### config.mk
export PLATFORM = sky130hd
export DESIGN_NAME = pdm_accum_recv
export DESIGN_NICKNAME = d
export VERILOG_FILES = /design/src/rtl/pdm_accum_recv_pkg.sv /design/src/rtl/pdm_accum_recv_accum.sv /design/src/rtl/pdm_accum_recv.sv
export SDC_FILE = /design/constraint.sdc
export NUM_CORES = 1
export LEC_CHECK = 0
export CAP_MARGIN = 20
export CORE_ASPECT_RATIO = 0.9
export CORE_MARGIN = 2
export CORE_UTILIZATION = 45
export DETAILED_ROUTE_END_ITERATION = 12
export HOLD_SLACK_MARGIN = 0.02
export PLACE_DENSITY = 0.7
export SLEW_MARGIN = 0
export SYNTH_ARGS = -nofsm -noshare
export SYNTH_HDL_FRONTEND = slang
export SYNTH_SLANG_ARGS = --single-unit
export TNS_END_PERCENT = 10
### constraint.sdc
create_clock -name clk -period 2.8 [get_ports clk]
set_input_delay 0.42 -clock clk [delete_from_list [all_inputs] [get_ports clk]]
set_output_delay 0.42 -clock clk [all_outputs]
set_load 0.02 [all_outputs]
### src/rtl/pdm_accum_recv_pkg.sv
// Shared constants for the PDM receiver: PDM clock half-periods,
// synchronizer depth, and the PDM clock phase encoding.
package pdm_rx_pkg;

  localparam int unsigned H_FULL     = 16;  // half-period in clk cycles, mode=1
  localparam int unsigned H_LOW      = 64;  // half-period in clk cycles, mode=0
  localparam int unsigned SYNC_DEPTH = 2;   // flops ahead of the capture register
  localparam int unsigned HCNT_W     = $clog2(H_LOW);

  typedef enum logic {
    PH_LOW  = 1'b0,
    PH_HIGH = 1'b1
  } pdm_phase_e;

  // Terminal count of the half-period counter for the given rate.
  function automatic logic [HCNT_W-1:0] half_last(input logic full_rate);
    return full_rate ? HCNT_W'(H_FULL - 1) : HCNT_W'(H_LOW - 1);
  endfunction

endpackage

### src/rtl/pdm_accum_recv_accum.sv
// Per-channel ones counter. Counts ones over a window of 2^ACCUM_BITS-1
// samples, then publishes the count on accum_data with a one-cycle
// accum_clk strobe. sync discards the partial window; accum_data holds.
module accum_recv
  import pdm_rx_pkg::*;
#(
  parameter int unsigned ACCUM_BITS = 4
) (
  input  logic                  clk,
  input  logic                  rst,
  input  logic                  data,
  input  logic                  sample_valid,
  input  logic                  sync,
  output logic [ACCUM_BITS-1:0] accum_data,
  output logic                  accum_clk
);

  logic [ACCUM_BITS-1:0] r_count;
  logic [ACCUM_BITS-1:0] r_samples;
  logic [ACCUM_BITS-1:0] r_accum;
  logic                  r_accum_clk;
  logic                  w_window_done;

  // Sample counter sitting at all-ones means the window is complete.
  assign w_window_done = (r_samples == '1);

  // Window accumulation: sync wins, then window close, then new sample.
  always_ff @(posedge clk or posedge rst) begin
    if (rst) begin
      r_count   <= '0;
      r_samples <= '0;
    end else if (sync) begin
      r_count   <= '0;
      r_samples <= '0;
    end else if (w_window_done) begin
      // A sample arriving on the close cycle opens the next window.
      r_count   <= sample_valid ? ACCUM_BITS'(data) : '0;
      r_samples <= sample_valid ? ACCUM_BITS'(1) : '0;
    end else if (sample_valid) begin
      r_count   <= r_count + ACCUM_BITS'(data);
      r_samples <= r_samples + ACCUM_BITS'(1);
    end
  end

  // Publish the completed window; strobe is high alongside the new value.
  always_ff @(posedge clk or posedge rst) begin
    if (rst) begin
      r_accum     <= '0;
      r_accum_clk <= 1'b0;
    end else begin
      r_accum_clk <= 1'b0;
      if (!sync && w_window_done) begin
        r_accum     <= r_count;
        r_accum_clk <= 1'b1;
      end
    end
  end

  assign accum_data = r_accum;
  assign accum_clk  = r_accum_clk;

endmodule

### src/rtl/pdm_accum_recv.sv
// Stereo PDM microphone receiver: generates pdm_clk from clk, captures
// left on the falling edge and right on the rising edge, and counts ones
// per channel over fixed windows.
// Optional feature: define PDM_SUM_EN to add the sum_accum output.
module pdm_accum_recv
  import pdm_rx_pkg::*;
#(
  parameter int unsigned ACCUM_BITS = 4
) (
  input  logic                  clk,
  input  logic                  rst,
  input  logic                  mode,
  input  logic                  pdm_data,
  input  logic                  sync,
  output logic                  pdm_clk,
  output logic                  left,
  output logic                  right,
  output logic                  data_valid,
  output logic [ACCUM_BITS-1:0] left_accum,
  output logic [ACCUM_BITS-1:0] right_accum,
`ifdef PDM_SUM_EN
  output logic [ACCUM_BITS:0]   sum_accum,
`endif
  output logic                  accum_valid
);

  logic [SYNC_DEPTH-1:0] r_sync;
  logic                  r_first;
  logic                  r_mode;
  logic [HCNT_W-1:0]     r_cnt;
  pdm_phase_e            r_phase;
  pdm_phase_e            w_phase_nxt;
  logic                  w_mode_eff;
  logic                  w_wrap;
  logic                  w_cap_left;
  logic                  w_cap_right;
  logic                  w_bit;
  logic                  r_left_cap;
  logic                  r_have_left;
  logic                  r_left;
  logic                  r_right;
  logic                  r_dv;
  logic                  w_l_aclk;
  logic                  w_r_aclk;

  // On the first cycle after reset the live mode pin sets the rate, which
  // is the same value r_mode latches on that cycle.
  assign w_mode_eff = r_first ? mode : r_mode;
  assign w_wrap     = (r_cnt == half_last(w_mode_eff));
  assign w_bit      = r_sync[SYNC_DEPTH-1];
  assign pdm_clk    = (r_phase == PH_HIGH);

  // Next PDM clock phase and capture strobes at the half-period boundary.
  always_comb begin
    w_phase_nxt = r_phase;
    w_cap_left  = 1'b0;
    w_cap_right = 1'b0;
    if (w_wrap) begin
      case (r_phase)
        PH_LOW: begin
          w_phase_nxt = PH_HIGH;
          w_cap_right = 1'b1;
        end
        PH_HIGH: begin
          w_phase_nxt = PH_LOW;
          w_cap_left  = 1'b1;
        end
        default: w_phase_nxt = PH_LOW;
      endcase
    end
  end

  // PDM clock phase register.
  always_ff @(posedge clk or posedge rst) begin
    if (rst) r_phase <= PH_LOW;
    else     r_phase <= w_phase_nxt;
  end

  // Half-period counter.
  always_ff @(posedge clk or posedge rst) begin
    if (rst)         r_cnt <= '0;
    else if (w_wrap) r_cnt <= '0;
    else             r_cnt <= r_cnt + HCNT_W'(1);
  end

  // Rate selection: latched at reset release and at each rising-edge wrap,
  // so every full PDM period runs at a single rate.
  always_ff @(posedge clk or posedge rst) begin
    if (rst) begin
      r_first <= 1'b1;
      r_mode  <= 1'b0;
    end else begin
      r_first <= 1'b0;
      if (r_first || (w_wrap && (r_phase == PH_LOW))) r_mode <= mode;
    end
  end

  // Input synchronizer for the asynchronous microphone line.
  always_ff @(posedge clk or posedge rst) begin
    if (rst) r_sync <= '0;
    else     r_sync <= {r_sync[SYNC_DEPTH-2:0], pdm_data};
  end

  // Channel capture. Left is held until its right partner arrives so both
  // outputs change together with data_valid; a right bit with no preceding
  // left (first rising edge after reset) does not form a pair.
  always_ff @(posedge clk or posedge rst) begin
    if (rst) begin
      r_left_cap  <= 1'b0;
      r_have_left <= 1'b0;
      r_left      <= 1'b0;
      r_right     <= 1'b0;
      r_dv        <= 1'b0;
    end else begin
      r_dv <= 1'b0;
      if (w_cap_left) begin
        r_left_cap  <= w_bit;
        r_have_left <= 1'b1;
      end
      if (w_cap_right && r_have_left) begin
        r_left  <= r_left_cap;
        r_right <= w_bit;
        r_dv    <= 1'b1;
      end
    end
  end

  assign left       = r_left;
  assign right      = r_right;
  assign data_valid = r_dv;

  // Both channel counters see identical sample_valid/sync streams, so their
  // sample counters advance in lockstep and close windows together.
  accum_recv #(
    .ACCUM_BITS(ACCUM_BITS)
  ) u_left_accum (
    .clk         (clk),
    .rst         (rst),
    .data        (r_left),
    .sample_valid(r_dv),
    .sync        (sync),
    .accum_data  (left_accum),
    .accum_clk   (w_l_aclk)
  );

  accum_recv #(
    .ACCUM_BITS(ACCUM_BITS)
  ) u_right_accum (
    .clk         (clk),
    .rst         (rst),
    .data        (r_right),
    .sample_valid(r_dv),
    .sync        (sync),
    .accum_data  (right_accum),
    .accum_clk   (w_r_aclk)
  );

  assign accum_valid = w_l_aclk & w_r_aclk;

`ifdef PDM_SUM_EN
  // Both accumulators update on the same cycle, so the sum follows them.
  assign sum_accum = {1'b0, left_accum} + {1'b0, right_accum};
`endif

endmodule

==> results.toml <==
[sta]
fin_crit_sh_pct = 65.0
max_freq_ghz = 0.549
skew_ns = 0.0118
worst_slew_pin_slew_ns = 0.509
max_slew_margin_pct = 66.1
maxSlewViolCount = 0
fin_hold_ws_ns = 0.361
totalNegativeSetupSlack_ns = 0
fin_crit_ns = 1.82
hold_viol_final = 0
finalSetupViolations = 0
rsz0062_at_grt = "no"

[cells_and_area]
finalNetCount = 188
diodes = 0
final_cells = 223
drive_gt1_share_pct = 16.9
post-route-util_pct = 57.0
syn2layout_area_growth_pct = 19.4

[power]
p_leak_nw = 1.02
power_density_mw_per_mm2 = 549
ir_drop_mv = 0.563

[logic_synthesis]
ys.flop_type = "dfrtp_1"
syn_area_mm2 = 0.00182
syn_avg_cell_area_um2 = 12.0
synth_top_area_share_pct = 56.4
yosysMostFrequentCell = "dfrtp_1"
synthesis.nets = 164
ys_ff_latch = 42
synth_warnings = 0
synth_edf_count = 0
synth_area_leader_cell = "dfrtp_1"
ys_seq_area_share_pct = 57.8
synth_commonest_cells = "dfrtp_1 (41), nor2_1 (19), mux2_2 (13)"
async_flop_share_pct = 100
netlist_instances = 152
synth_cell_type_count = 33
synth_area_leaders = "dfrtp_1 (56%), mux2_2 (8.0%), ha_1 (4.8%)"

[detailed_routing]
final_antenna_net_count = 0
first_pass_iters = 4
via_per_inst = 5.26
via_count = 1173
drt_iter0_drc = 89
wire_per_inst_um = 13.8
remaining_drc_errors = 0
wl_um = 3080

[cts]
clock-sinks = 42
cts_buffer_depth = 2
post_cts_buffers = 0
cts_resized = 0
htreeDepth = 2
root_buffer = "clkbuf_8"
cts_tree = "built"
clk_latency_ns = 0.31
ctsHoldBuffers = 0
numCtsBuffers = 5
clk_pin_slew_ns = 0.08

[floorplan]
initial_core_util_pct = 47.8
io_pins = 18
core-area_mm2 = 0.00381
die_width_um = 71.0
fp.dieArea_mm2 = 0.00457
row_count = 21
die_h_um = 64.3

[critical_path]
rr_worst_depth = 4
cp-end-kind = "register"
crit_end = "right"
reg2reg_slack_ns = 0.98
crit_path_start = "r_first"
start_kind = "register"
critical_path_required_ns = 2.98
path_cells = "mux2_4 > mux2i_2 > and4b_4 > mux2_1"
crit_arrival_ns = 2.00
cp_slowest_stage_delay_ns = 0.55
crit_slowest_cell = "dfstp_2"
timing.rr.end = "right"
crit_type = "reg2reg"
r2r_start = "r_first"
critical_path.max_fanout = 4

[global_routing]
grt-ovfl-total = 0
grt_max_degree = 43
grtUsageTotal_pct = 15.7
antenna_found_initial = 0
grt_pass1_wl_um = 5400
grt_pass1_vias = 1148

[job]
drv_cap = 0

[hold_path]
worstHoldPathType = "reg2reg"

[placed_design]
dp_cells = 215
port_buffers = 17
hpwlAfterDp_um = 2060
place_congestion = 0.780

[outcome]
status = "complete, no violations"
-- sequential cells by signal, summed over array words and instances, names as in the netlist --
name                      cells
data_valid                    1
left                          1
pdm_clk                       1
r_cnt                         6
r_first                       1
r_have_left                   1
r_left_cap                    1
r_mode                        1
r_sync                        2
right                         1
u_left_accum.accum_clk        1
u_left_accum.accum_data       4
u_left_accum.r_count          4
u_left_accum.r_samples        4
u_right_accum.accum_clk       1
u_right_accum.accum_data      4
u_right_accum.r_count         4
u_right_accum.r_samples       4
-- layer usage --
| metal | routed length (um) | share of wire (%) | GRT usage (%) |
|---|---|---|---|
| met4 | 79 | 2.6 | 9.91 |
| met2 | 1420 | 46 | 23.6 |
| met1 | 1460 | 47 | 20.2 |
| met5 | 0 | 0 | 0 |
| met3 | 116 | 3.8 | 4.10 |
-- critical path: cells and delay by family (launching register included) --
family	cells	cell delay (ns)
DFF	1	0.55
muxes	3	0.87
and+or+nand+nor	1	0.28
-- cells by family after synthesis --
kind of cell | share of synthesized area (%)
buffers and inverters | 1.03
other | 0.206
DFF | 57.8
muxes | 12.0
and+or+nand+nor | 14.1
xor gates and xnor gates | 5.30
AOI/OAI and AO/OA | 4.75
adders and majority gates | 4.81
-- per-stage QoR --
step | area (um2) | power, mW | setup WS, ns
floorplan | 1820 | 0.690 | 1.06
global placement | 2060 | 0.717 | 0.748
detailed placement | 2060 | 0.720 | 0.695
CTS | 2170 | 1.21 | 0.972
global route | 2170 | 1.24 | 0.895
finish | 2170 | 1.19 | 0.980
-- layout by cell type, fill, tap and decap left out --
cell type / synthesis / final
mux2_1: 2 / 2
nand2_1: 11 / 11
and4b_4: 1 / 1
a21oi_1: 6 / 6
conb_1: 1 / 1
or2_2: 1 / 1
ha_1: 7 / 7
and2_1: 2 / 2
and3_1: 2 / 2
dfstp_2: 1 / 1
a21o_1: 1 / 1
a311oi_1: 1 / 1
nand3b_1: 2 / 2
clkbuf_8: 0 / 5
a211oi_1: 1 / 1
clkdlybuf4s50_1: 0 / 17
bufinv_16: 0 / 1
inv_1: 2 / 2
a31o_2: 1 / 1
nor2b_1: 2 / 2
xor2_1: 10 / 10
xnor2_1: 1 / 1
nand4_1: 3 / 3
nand3_1: 5 / 5
clkinvlp_4: 0 / 2
mux2i_1: 2 / 2
dfrtp_1: 41 / 41
buf_4: 0 / 3
mux2_4: 1 / 1
mux2i_2: 1 / 1
a41oi_1: 1 / 1
nor2_1: 19 / 19
nor3_1: 3 / 3
mux2_2: 13 / 13
nand2b_1: 2 / 2
o21ai_0: 3 / 3
-- worst min-delay path by stage --
| stage | from | to | cells after the start | slack, ns |
|---|---|---|---|---|
| global placement | r_sync[0] | r_sync[1] | 0 | 0.34 |
| finish | r_sync[0] | r_sync[1] | 0 | 0.36 |
| floorplan | r_sync[0] | r_sync[1] | 0 | 0.33 |
| detailed placement | r_sync[0] | r_sync[1] | 0 | 0.34 |
| CTS | r_sync[0] | r_sync[1] | 0 | 0.36 |
| global route | r_sync[0] | r_sync[1] | 0 | 0.38 |
-- layout make-up --
type	count	area, um2
repair buffers	20	193
flip-flops and latches	42	1050
fillers	308	1640
clock buffers	5	68.8
well taps	46	57.6
inverters	2	7.51
multi-input cells	105	748
clock inverters	3	45.0
-- where the power goes --
group	total, mW	switching, mW	internal [mW]	leakage (nW)
combinational	0.0693	0.0356	0.0337	0.413
clock	0.485	0.219	0.265	0.0504
sequential	0.638	0.0147	0.623	0.559
total	1.19	0.270	0.922	1.02
Note: power is estimated with default switching activity, not from simulation.
